`src/rtl/priority_encoder8to3_if.sv`:
```
// ---------------------------------------------------------------------------
// priority_encoder8to3_if
// Bundles the request lines, the valid/ready code output and the status
// outputs of the sequential 8-to-3 priority encoder.
//   req_in    [7:0] : event pulses toward the encoder
//   out_valid       : output slot holds an unserved event
//   out_code  [2:0] : binary index of the offered event
//   out_ready       : consumer accepts the code on valid && ready
//   pending   [7:0] : latched events not yet moved into the slot
//   busy            : any pending event or a valid slot
// Modports:
//   master : the environment (drives requests and ready)
//   slave  : the encoder
// ---------------------------------------------------------------------------
interface priority_encoder8to3_if;
    logic [7:0] req_in;
    logic       out_valid;
    logic [2:0] out_code;
    logic       out_ready;
    logic [7:0] pending;
    logic       busy;

    modport master (
        output req_in,
        output out_ready,
        input  out_valid,
        input  out_code,
        input  pending,
        input  busy
    );

    modport slave (
        input  req_in,
        input  out_ready,
        output out_valid,
        output out_code,
        output pending,
        output busy
    );
endinterface

```
`src/rtl/priority_encoder8to3.sv`:
```
// ---------------------------------------------------------------------------
// priority_encoder8to3
// Sequential 8-to-3 priority encoder. Event pulses on req_in are latched in a
// pending vector and served one at a time through a registered valid/ready
// output slot, highest priority first.
// Parameters:
//   MSB_PRIORITY : 1 -> bit 7 wins, 0 -> bit 0 wins
// Ports:
//   clk  : clock, all state updates on the rising edge
//   rst  : synchronous active-high reset
//   bus  : priority_encoder8to3_if.slave (req_in, out_ready in;
//          out_valid, out_code, pending, busy out)
// ---------------------------------------------------------------------------
module priority_encoder8to3 #(
    parameter bit MSB_PRIORITY = 1'b1
) (
    input  logic                         clk,
    input  logic                         rst,
    priority_encoder8to3_if.slave        bus
);

    logic [7:0] r_pending;
    logic       r_out_valid;
    logic [2:0] r_out_code;

    logic [7:0] w_cand;
    logic       w_load;
    logic       w_hit;
    logic [2:0] w_sel;
    logic [7:0] w_sel_onehot;

    // Everything that could be served this edge: old events plus new pulses.
    assign w_cand = r_pending | bus.req_in;
    // Slot may take a new code when empty or being accepted right now,
    // which gives back-to-back acceptance without a bubble.
    assign w_load = !r_out_valid || bus.out_ready;
    assign w_hit  = |w_cand;

    // Priority pick: the loop direction makes the winning bit the last one
    // assigned, so no explicit break is needed.
    always_comb begin
        w_sel = 3'd0;
        if (MSB_PRIORITY) begin
            for (int i = 0; i < 8; i++) begin
                if (w_cand[i]) w_sel = 3'(i);
            end
        end else begin
            for (int i = 7; i >= 0; i--) begin
                if (w_cand[i]) w_sel = 3'(i);
            end
        end
    end

    generate
        for (genvar gi = 0; gi < 8; gi++) begin : g_onehot
            assign w_sel_onehot[gi] = (w_sel == 3'(gi));
        end
    endgenerate

    always_ff @(posedge clk) begin
        if (rst) begin
            r_pending   <= 8'd0;
            r_out_valid <= 1'b0;
            r_out_code  <= 3'd0;
        end else if (w_load) begin
            if (w_hit) begin
                r_out_code  <= w_sel;
                r_out_valid <= 1'b1;
                // Only the served bit leaves; a re-request of the code that
                // was just in the slot stays as a fresh pending event.
                r_pending   <= w_cand & ~w_sel_onehot;
            end else begin
                r_out_valid <= 1'b0;
                r_pending   <= 8'd0;
            end
        end else begin
            // Stalled: slot frozen, new pulses merge into pending.
            r_pending <= w_cand;
        end
    end

    assign bus.out_valid = r_out_valid;
    assign bus.out_code  = r_out_code;
    assign bus.pending   = r_pending;
    assign bus.busy      = (|r_pending) | r_out_valid;

endmodule

```
`src/flat_wrapper.sv`:
```
// flat-port wrapper written by rule: the top's interface ports become plain ports
module priority_encoder8to3_flat 
#(
    parameter bit MSB_PRIORITY = 1'b1
)
  (clk, rst, bus_req_in, bus_out_ready, bus_out_valid, bus_out_code, bus_pending, bus_busy);
  priority_encoder8to3_if bus_i ();
  input  logic clk;
  input  logic rst;
  input wire logic [$bits(bus_i.req_in)-1:0] bus_req_in;
  input wire logic [$bits(bus_i.out_ready)-1:0] bus_out_ready;
  output wire logic [$bits(bus_i.out_valid)-1:0] bus_out_valid;
  output wire logic [$bits(bus_i.out_code)-1:0] bus_out_code;
  output wire logic [$bits(bus_i.pending)-1:0] bus_pending;
  output wire logic [$bits(bus_i.busy)-1:0] bus_busy;
  assign bus_i.req_in = bus_req_in;
  assign bus_i.out_ready = bus_out_ready;
  assign bus_out_valid = bus_i.out_valid;
  assign bus_out_code = bus_i.out_code;
  assign bus_pending = bus_i.pending;
  assign bus_busy = bus_i.busy;
  priority_encoder8to3 #(.MSB_PRIORITY(MSB_PRIORITY)) u_core (.clk(clk), .rst(rst), .bus(bus_i));
endmodule
```
`config.mk`:
```
export PLATFORM = sky130hd
export DESIGN_NAME = priority_encoder8to3_flat
export DESIGN_NICKNAME = d
export VERILOG_FILES = /design/src/rtl/priority_encoder8to3_if.sv /design/src/rtl/priority_encoder8to3.sv /design/src/flat_wrapper.sv
export SDC_FILE = /design/constraint.sdc
export NUM_CORES = 1
export LEC_CHECK = 0
export ABC_AREA = 1
export BUFFER_PORTS_ARGS = -buffer_cell sky130_fd_sc_hd__buf_2
export CORE_MARGIN = 8
export CORE_UTILIZATION = 45
export DETAILED_ROUTE_END_ITERATION = 7
export PLACE_DENSITY_LB_ADDON = 0.25
export SLEW_MARGIN = 25
export SYNTH_ARGS = -nofsm -noshare
export SYNTH_HDL_FRONTEND = slang
export SYNTH_SLANG_ARGS = --single-unit
```
`constraint.sdc`:
```
create_clock -name clk -period 1.2 [get_ports clk]
set_input_delay 0.12 -clock clk [delete_from_list [all_inputs] [get_ports clk]]
set_output_delay 0.12 -clock clk [all_outputs]
set_load 0.01 [all_outputs]
```
* Word level (Yosys, flattened, before mapping)
Cells that the tools add are included.
** Word-level totals
- Register bits after elaboration :: 12
- Bits of input ports :: 11
- Output and inout bits :: 13
- Word-level logic and storage cells :: 30
** Operators by class
- Eq/ne operators :: 7
- Multiplexer cells :: 10
- Bitwise logic cells :: 4
- Reduce and logical (&&, ||, !) cells :: 6
** Operators by type and width (number)
- 8-bit 2-to-1 mux :: 2
- 8-bit OR reduction :: 2
- 3-bit equality test, second input constant :: 4
- 3-bit 2-to-1 mux :: 4
- 8-bit AND :: 1
- 8-bit NOT :: 1
- 8-bit OR :: 1
- 3-bit by 2-bit equality test with 1-bit output, second input constant :: 2
- 2-bit 2-to-1 mux :: 2
- 3-bit by 1-bit equality test with 1-bit output, second input constant :: 1
- 3-bit zero test :: 1
- 1-bit 2-to-1 mux :: 2
- 2-bit AND reduction :: 1
- 1-bit zero test :: 1
- 1-bit logical OR :: 1
- 1-bit OR :: 1

* Logic depth before layout (Yosys ltp)
Gate-level depths: netlist of the first run.
- Depth after elaboration :: 13
- Gate-level depth with buffers :: 10
- Gate-level depth less buffers :: 10

* Least setup slack after synthesis of the first run
No wires, ideal clock.
- Path kind :: register to register
- Start :: register u_core.r_pending[3] (netlist: u_core.bus.pending[3])
- End :: register u_core.r_pending[4] (netlist: u_core.bus.pending[4])
- Setup time :: 0.118 ns
- Arrival :: 1.023 ns
- Required time :: 1.082 ns
- Setup slack :: 0.059 ns
- Stages on the path, launching flop included :: 9
- Buffers on the path :: 0
- Clock period less this slack :: 1.141 ns
- Cell sequence :: dfxtp_1 nor2_2 nand2_2 nor2_4 nand3_2 nand2_2 inv_2 o21ai_1 nor2_1
** On the way
- Cells in the longest elaborated chain, start to end :: 11
- Elaborated cells on any way between the ends :: 12
- Those cells by class :: eq/ne (1); mux (7); bitwise (3); reduce/logical (1)
** RTL lines
- start: declaration :: RTL line priority_encoder8to3.sv:22 : logic [7:0] r_pending;
- start signal: assignment :: RTL line priority_encoder8to3.sv:71 : r_pending <= w_cand & ~w_sel_onehot;
- start signal: assignment :: RTL line priority_encoder8to3.sv:78 : r_pending <= w_cand;
- 8-bit OR (*) :: RTL line priority_encoder8to3.sv:33 : assign w_cand = r_pending | bus.req_in;
- 2-bit 2-to-1 mux :: RTL line priority_encoder8to3.sv:45 : if (w_cand[i]) w_sel = 3'(i);
- 3-bit 2-to-1 mux (4 in a row) :: RTL line priority_encoder8to3.sv:45
- 3-bit equality test :: RTL line priority_encoder8to3.sv:56 : assign w_sel_onehot[gi] = (w_sel == 3'(gi));
- 8-bit NOT :: RTL line priority_encoder8to3.sv:71
- 8-bit AND :: RTL line priority_encoder8to3.sv:71
- 8-bit 2-to-1 mux (*) :: RTL line priority_encoder8to3.sv:66 : if (w_hit) begin
- 8-bit 2-to-1 mux (*) :: RTL line priority_encoder8to3.sv:65 : end else if (w_load) begin
Every way passes the cells marked *; elsewhere a longest branch is shown, timed or not.
A chain may end at the register's enable or synchronous reset.

* Worst setup path in the final report of the first run
- Start :: register u_core.r_pending[4] (netlist: u_core.bus.pending[4])
- End :: output port bus_busy
** On the way
- Cells in the longest elaborated chain, start to end :: 2
** RTL lines
- 8-bit OR reduction :: RTL line priority_encoder8to3.sv:85 : assign bus.busy = (|r_pending) | r_out_valid;
- 1-bit OR :: RTL line priority_encoder8to3.sv:85
- end: declaration :: RTL line flat_wrapper.sv:15 : output wire logic [$bits(bus_i.busy)-1:0] bus_busy;
No other way between the ends.

==> results of run 1 <==
[cells by family (layout without fill, tap and decap cells)]
| group | Yosys count | in the layout |
|---|---|---|
| flops | 12 | 12 |
| simple gates | 53 | 53 |
| buf+inv | 14 | 47 |
| compound gates | 11 | 11 |
[synthesized netlist by cell type]
cell | instances | area share (%)
nor2_2 | 5 | 4.9
nor4_1 | 2 | 2.0
inv_1 | 13 | 7.7
nor3_1 | 3 | 2.4
nor2_1 | 8 | 4.7
o21ai_1 | 2 | 1.6
nand3_1 | 3 | 2.4
nand3b_1 | 1 | 1.2
nor2_4 | 4 | 7.1
a21oi_1 | 7 | 5.5
o21bai_1 | 1 | 1.2
dfxtp_1 | 12 | 38
inv_2 | 1 | 0.59
nand2_4 | 1 | 1.8
nand3_2 | 1 | 1.6
o21ai_0 | 1 | 0.79
nand2_1 | 20 | 12
nand2_2 | 5 | 4.9
[flip-flops by register name, summed over array words and instances, names as in the netlist]
register              count
u_core.bus.pending        8
u_core.bus.out_valid      1
u_core.bus.out_code       3
[cell type report]
type / count / area [um^2]
fill: 117 / 374
sequential: 12 / 250
tap: 15 / 18.8
inverter: 14 / 55.1
multi-input combinational: 64 / 422
timing repair buffer: 30 / 175
clock buffer: 3 / 22.5
[placed cells by master (no fill, tap or decap), drive strengths merged, types with 2 or more instances in the layout]
cell type	netlist	final
nand2	26	26
dfxtp	12	12
clkbuf	0	3
a21oi	7	7
nand3	4	4
o21ai	3	3
buf	0	30
nor2	17	17
nor3	3	3
nor4	2	2
inv	14	14
[stage by stage]
stage                     instances  hold WS [ns]  setup slack, ns  util [%]
after floorplan                  90         0.189           0.0587         -
after global placement          131         0.325          -0.0226      60.0
after detailed placement        131         0.336          -0.0175      60.0
after CTS                       138        0.0383          -0.0704      68.1
after global routing            138        0.0454           -0.121      71.6
final                           138        0.0491          -0.0651      71.6
[worst paths after layout]
check,from,to,slack [ns],cells after the start
max,u_core.bus.pending[4],bus_busy,-0.07,3
min,rst,u_core.bus.out_code[1],0.05,2
max reg2reg,u_core.bus.pending[5],u_core.bus.pending[2],-0.05,9
min reg2reg,u_core.bus.out_code[2],u_core.bus.out_code[2],0.46,2
[per-layer routing]
metal	wire (um)	up-vias
met4	47	0
li1	-	352
met2	869	18
met1	697	316
met5	0	-
met3	117	5
[timing repair]
action	CTS	global route
pin swaps	10	7
gates resized for setup	14	15
setup endpoints to repair	3	10
setup buffers	4	0
[power by group]
part	switching, mW	internal [mW]
Clock	0.135	0.116
Sequential	0.0310	0.430
Combinational	0.135	0.107
Total	0.300	0.653
==> metrics.cfg, run 1 <==
[global_route]
grt_pass1_vias = 638
antenna_found_initial = 0
met1_usage_pct = 13.2
grt_pass1_wl_um = 2570
grt_start_max_net_pins = 7
grt_overflow = 0
grt_use_met2_pct = 19.5
grt_usage_pct = 12.2
top_usage_layer = met2
grt_use_met3_pct = 3.86

[placement]
dpl_cell_area_um2 = 791
port_buffers = 23
hpwl_um = 1270
place_congestion = 0.915

[drt]
drc_errors = 0
routed-via-count = 691
ant_nets = 0
vias_per_cell = 5.01
drt_first_pass_iters = 4
post_drt_wl_per_cell_um = 12.6
first_iter_violations = 12
detail_route.wirelength_um = 1730

[timing]
max_freq_mhz = 790
slew_headroom_pct = 84.6
fin_ws_ns = -0.0651
max_slew.worst_pin.slew_ns = 0.231
setup_viol = 3
period_minus_slack_ns = 1.27
hold_viol = 0
rsz0062_at_grt = true
finalCritPeriodShare_pct = 105
setup_tns_ns = -0.166
slew_violations = 0
finClkSkew_ns = 0.00719

[run]
drv_cap = 0

[setup_path]
required_ns = 1.08
cp_top_family = simple AND/OR/NAND/NOR gates
cp_data_arrival_time_ns = 1.15
slowest_stage = dfxtp_2
worstSetupPathType = reg -> out
crit_buf_inv = 1
cp-start-kind = register
slowest_delay_ns = 0.35
worstPathMaxFanout = 4
end_kind = primary output
path_cells = nor4_4 > nand3_1 > buf_2

[synthesis]
synth_fa_ha_area_share_pct = 0
avgSynthCellArea_um2 = 7.05
ys_seq_elements = 12
synthMuxAreaShare_pct = 0
ys_seq_area_share_pct = 37.9
yosysWarnings = 0
synthSimpleGateAreaFrac_pct = 44.8
yosys.cell_types.count = 18
syn_nets = 101
synth_top_family_by_area = simple AND/OR/NAND/NOR gates
syn_area_um2 = 634
synth_compound_area_share_pct = 9.07
syn_inst = 90
synth_xor_area_share_pct = 0

[cts]
clk_latency_ns = 0.28
cts_sinks = 12
cts_root_buf = clkbuf_4
numCtsBuffers = 3
cts_buffer_depth = 2
clk_pin_slew_ns = 0.08
htree_levels = 1
cts_tree = done
ctsHoldBuffers = 0

[min_path]
min_path_type = in -> reg

[floorplanning]
io_pins = 24
chipWidth_um = 53.5
die_area_um2 = 2870
initial_core_util_pct = 48.1
core-area_um2 = 1320
row_count = 13
die_h_um = 53.5

[outcome]
outcome = finished with violations
violations = setup timing

[pwr]
p_per_area_nw_per_um2 = 1010
p_total_mw = 0.954
p_leak_nw = 0.482
ir_drop_uv = 757

[finish]
fin_nets = 136
drive_gt1_share_pct = 56.1
final_cell_area_um2 = 943
num_antenna_cells = 0
syn_to_final_growth_pct = 48.7

No activity file was read; power rests on OpenSTA's default activity.
==> inputs of run 2 (changes only) <==
Settings changed: ABC_AREA 1 to unset, CORE_AREA set to 8 8 45 47, CORE_MARGIN 8 to unset, CORE_UTILIZATION 45 to unset, DIE_AREA set to 0 0 53 55.
==> run 2 against run 1 <==
Worst setup slack lost 0.35 ns. Critical path type is now reg -> reg. Critical endpoint is now u_core.bus.out_code[1]. Via count grew 3.8%. Final cell count shrank 8.0%. Global-route usage grew 3.5 points. Combinational power grew 32%. First-iteration DRC count grew 33%. Sequential cell count is the same. Core utilization grew 3.5 points. Register-to-register slack lost 0.36 ns. Sequential power shrank 3%. The run still ends with setup timing left. Cell area grew 10%. Synthesized area shrank 15%. Largest power group unchanged.
==> metrics.cfg, run 2 <==
[timing]
max_slew.worst_pin.slew_ns = 0.280  ; +0.0488 ns
slew_violations = 0  ; unchanged
finClkSkew_ns = 0.000467  ; -0.00673 ns
slew_headroom_pct = 81.4  ; -3.2 points
rsz0062_at_grt = true
max_freq_mhz = 619  ; -22%
period_minus_slack_ns = 1.61  ; +0.349 ns
fin_ws_ns = -0.415  ; -0.349 ns
hold_viol = 0  ; unchanged
setup_viol = 12  ; +9
finalCritPeriodShare_pct = 135  ; +29 points
setup_tns_ns = -2.73  ; -2.57 ns

[global_route]
antenna_found_initial = 0  ; unchanged
grt_pass1_wl_um = 3350  ; +30%
grt_start_max_net_pins = 13  ; +6
grt_overflow = 0  ; unchanged
grt_pass1_vias = 763  ; +20%
grt_usage_pct = 15.7  ; +3.5 points

[floorplanning]
chipWidth_um = 53  ; -1.0%
initial_core_util_pct = 38.8  ; -9.4 points
core-area_um2 = 1380  ; +5.0%
row_count = 14  ; +1
die_h_um = 55  ; +2.7%
die_area_um2 = 2920  ; +1.7%
io_pins = 24  ; unchanged

[pwr]
p_leak_nw = 0.449  ; -6.8%
power_frac_comb_pct = 28.9  ; +3.5 points
clock_power_share_pct = 30.5  ; +4.2 points
ir_drop_uv = 913  ; +21%
p_per_area_nw_per_um2 = 1060  ; +5.1%
p_switching_mw = 0.332  ; +10%
sw_frac_of_total_pct = 30.0  ; -1.5 points
internal-power_mw = 0.773  ; +18%
sequentialPowerShare_pct = 40.6  ; -7.7 points

[synthesis]
synthArstFlopShare_pct = 0  ; unchanged
netlist.area_leader.share_pct = 44.8  ; +6.9 points
yosys.cell_types.count = 20  ; +2
synth_largest_area_cell = dfxtp_1
synth_common_cells = dfxtp_1 (12), nor2_1 (12), a211oi_1 (6)
syn_area_um2 = 537  ; -15%
synth_area_leaders = dfxtp_1 (45%), a211oi_1 (8.4%), nor2_1 (8.4%), or4_4 (6.3%), nor4_1 (3.5%)
syn_inst = 61  ; -32%
yosysWarnings = 0  ; unchanged
ys_seq_area_share_pct = 44.8  ; +6.9 points
avgSynthCellArea_um2 = 8.80  ; +25%
synthFlopType = dfxtp_1
synth_edf_count = 0  ; unchanged
ys_seq_elements = 12  ; unchanged
syn_nets = 72  ; -29%

[placement]
place_congestion = 0.869  ; -5.0%
hpwl_um = 1460  ; +15%
port_buffers = 23  ; unchanged
post-place-ws_ns = -0.363  ; -0.346 ns
numPlacedInstances = 119  ; -9.2%

[finish]
drive_gt1_share_pct = 72.1  ; +16 points
final_core_util_pct = 75.1  ; +3.5 points
num_antenna_cells = 0  ; unchanged
syn_to_final_growth_pct = 93.7
final_common_cell = buf_2
largest_reg_flops = 8  ; unchanged
layout_common_cells = buf_2 (22), buf_4 (20), nor2_1 (9)
fin_cells = 127  ; -8.0%
fin_nets = 123  ; -9.6%

[setup_path]
cp_data_arrival_time_ns = 1.78  ; +0.63 ns
reg2reg_slack_ns = -0.41  ; -0.36 ns
cp-start-kind = register
rr_worst_depth = 4  ; -5
worstSetupPathType = reg -> reg
r2r_end = u_core.bus.out_code[1]
worstPathMaxFanout = 4  ; unchanged
required_ns = 1.37  ; +0.29 ns
end_kind = register
slowest_delay_ns = 0.49  ; +0.14 ns
path_cells = or4_4 > o41a_1 > nor2_1 > a211oi_2
slowest_stage = or4_4
r2r_start = u_core.bus.pending[6]

[drt]
vias_per_cell = 5.65  ; +13%
drt_first_pass_iters = 4  ; unchanged
routed-via-count = 717  ; +3.8%
ant_nets = 0  ; unchanged
detail_route.wirelength_um = 2170  ; +25%
post_drt_wl_per_cell_um = 17.1  ; +36%
first_iter_violations = 16  ; +4
drc_errors = 0  ; unchanged

[cts]
cts_tree = done
ctsHoldBuffers = 0  ; unchanged
cts_sinks = 12  ; unchanged
clk_latency_ns = 0.28  ; about the same
numCtsBuffers = 3  ; unchanged
cts_buffer_depth = 2  ; unchanged
clk_pin_slew_ns = 0.08  ; about the same
htree_levels = 1  ; unchanged
cts_root_buf = clkbuf_4

[min_path]
whs_endpoint = u_core.bus.out_valid
min_path_type = in -> reg
whs_path_depth = 3  ; +1
hp-start = bus_req_in[0]

[outcome]
outcome = finished with violations
violations = setup timing

[run]
drv_cap = 0  ; unchanged

run 2: what timing repair did:
item	in CTS	in global routing
resized for setup	22	9
pin swaps	12	7
hold endpoints to repair	0	0
endpoints found under the setup margin	9	11
setup buffers	3	2
run 2: power groups by stage:
stage / Sequential [mW] / Clock [mW] / Combinational (mW)
3_3_place_gp: 0.452 / 0 / 0.238
2_1_floorplan: 0.475 / 0 / 0.0805
5_1_grt: 0.451 / 0.361 / 0.343
3_5_place_dp: 0.453 / 0 / 0.241
6_report: 0.448 / 0.337 / 0.319
4_1_cts: 0.447 / 0.336 / 0.290
run 2: critical path: cells and delay by family, from the launching register on:
| kind | cells | cell delay, ns |
|---|---|---|
| compound gates | 2 | 0.54 |
| flops | 1 | 0.33 |
| simple gates | 2 | 0.64 |
run 2: how the worst max path moves through the flow:
stage	start	to	slack [ns]	cells after the start
floorplan	u_core.bus.pending[6]	u_core.bus.out_code[0]	-0.36	4
global placement	u_core.bus.pending[1]	u_core.bus.out_code[0]	-0.34	4
detailed placement	u_core.bus.pending[6]	u_core.bus.out_code[1]	-0.36	3
CTS	u_core.bus.pending[6]	u_core.bus.out_code[0]	-0.39	3
global route	u_core.bus.pending[6]	u_core.bus.out_code[1]	-0.47	4
finish	u_core.bus.pending[6]	u_core.bus.out_code[1]	-0.41	4
run 2: layout make-up:
| cell class | count | area, um^2 |
|---|---|---|
| repair buffers | 48 | 328 |
| clock buffers | 4 | 36.3 |
| flip-flops and latches | 12 | 253 |
| well taps | 16 | 20.0 |
| fillers | 105 | 344 |
| multi-input cells | 47 | 403 |
run 2: per-layer routing:
layer	up-vias	GRT usage [%]	wire [um]
met4	0	8.62	57
met5	-	0	0
met1	335	15.4	863
li1	342	-	-
met2	33	27.5	1030
met3	7	6.68	226
run 2: metrics by stage:
stage,hold WS [ns],power [mW],instance area (um^2)
after CTS,0.165,1.07,993
after global routing,0.206,1.16,1040
after global placement,0.442,0.689,833
final,0.179,1.10,1040
after floorplan,0.198,0.555,548
after detailed placement,0.460,0.694,833
run 2: cells by family (layout without fill, tap and decap cells):
logic type / after synthesis / after routing / synth area share (%)
buffers and inverters: 2 / 52 / 1.40
AOI/OAI and AO/OA: 19 / 19 / 25.6
DFF: 12 / 12 / 44.8
and+or+nand+nor: 28 / 28 / 28.2
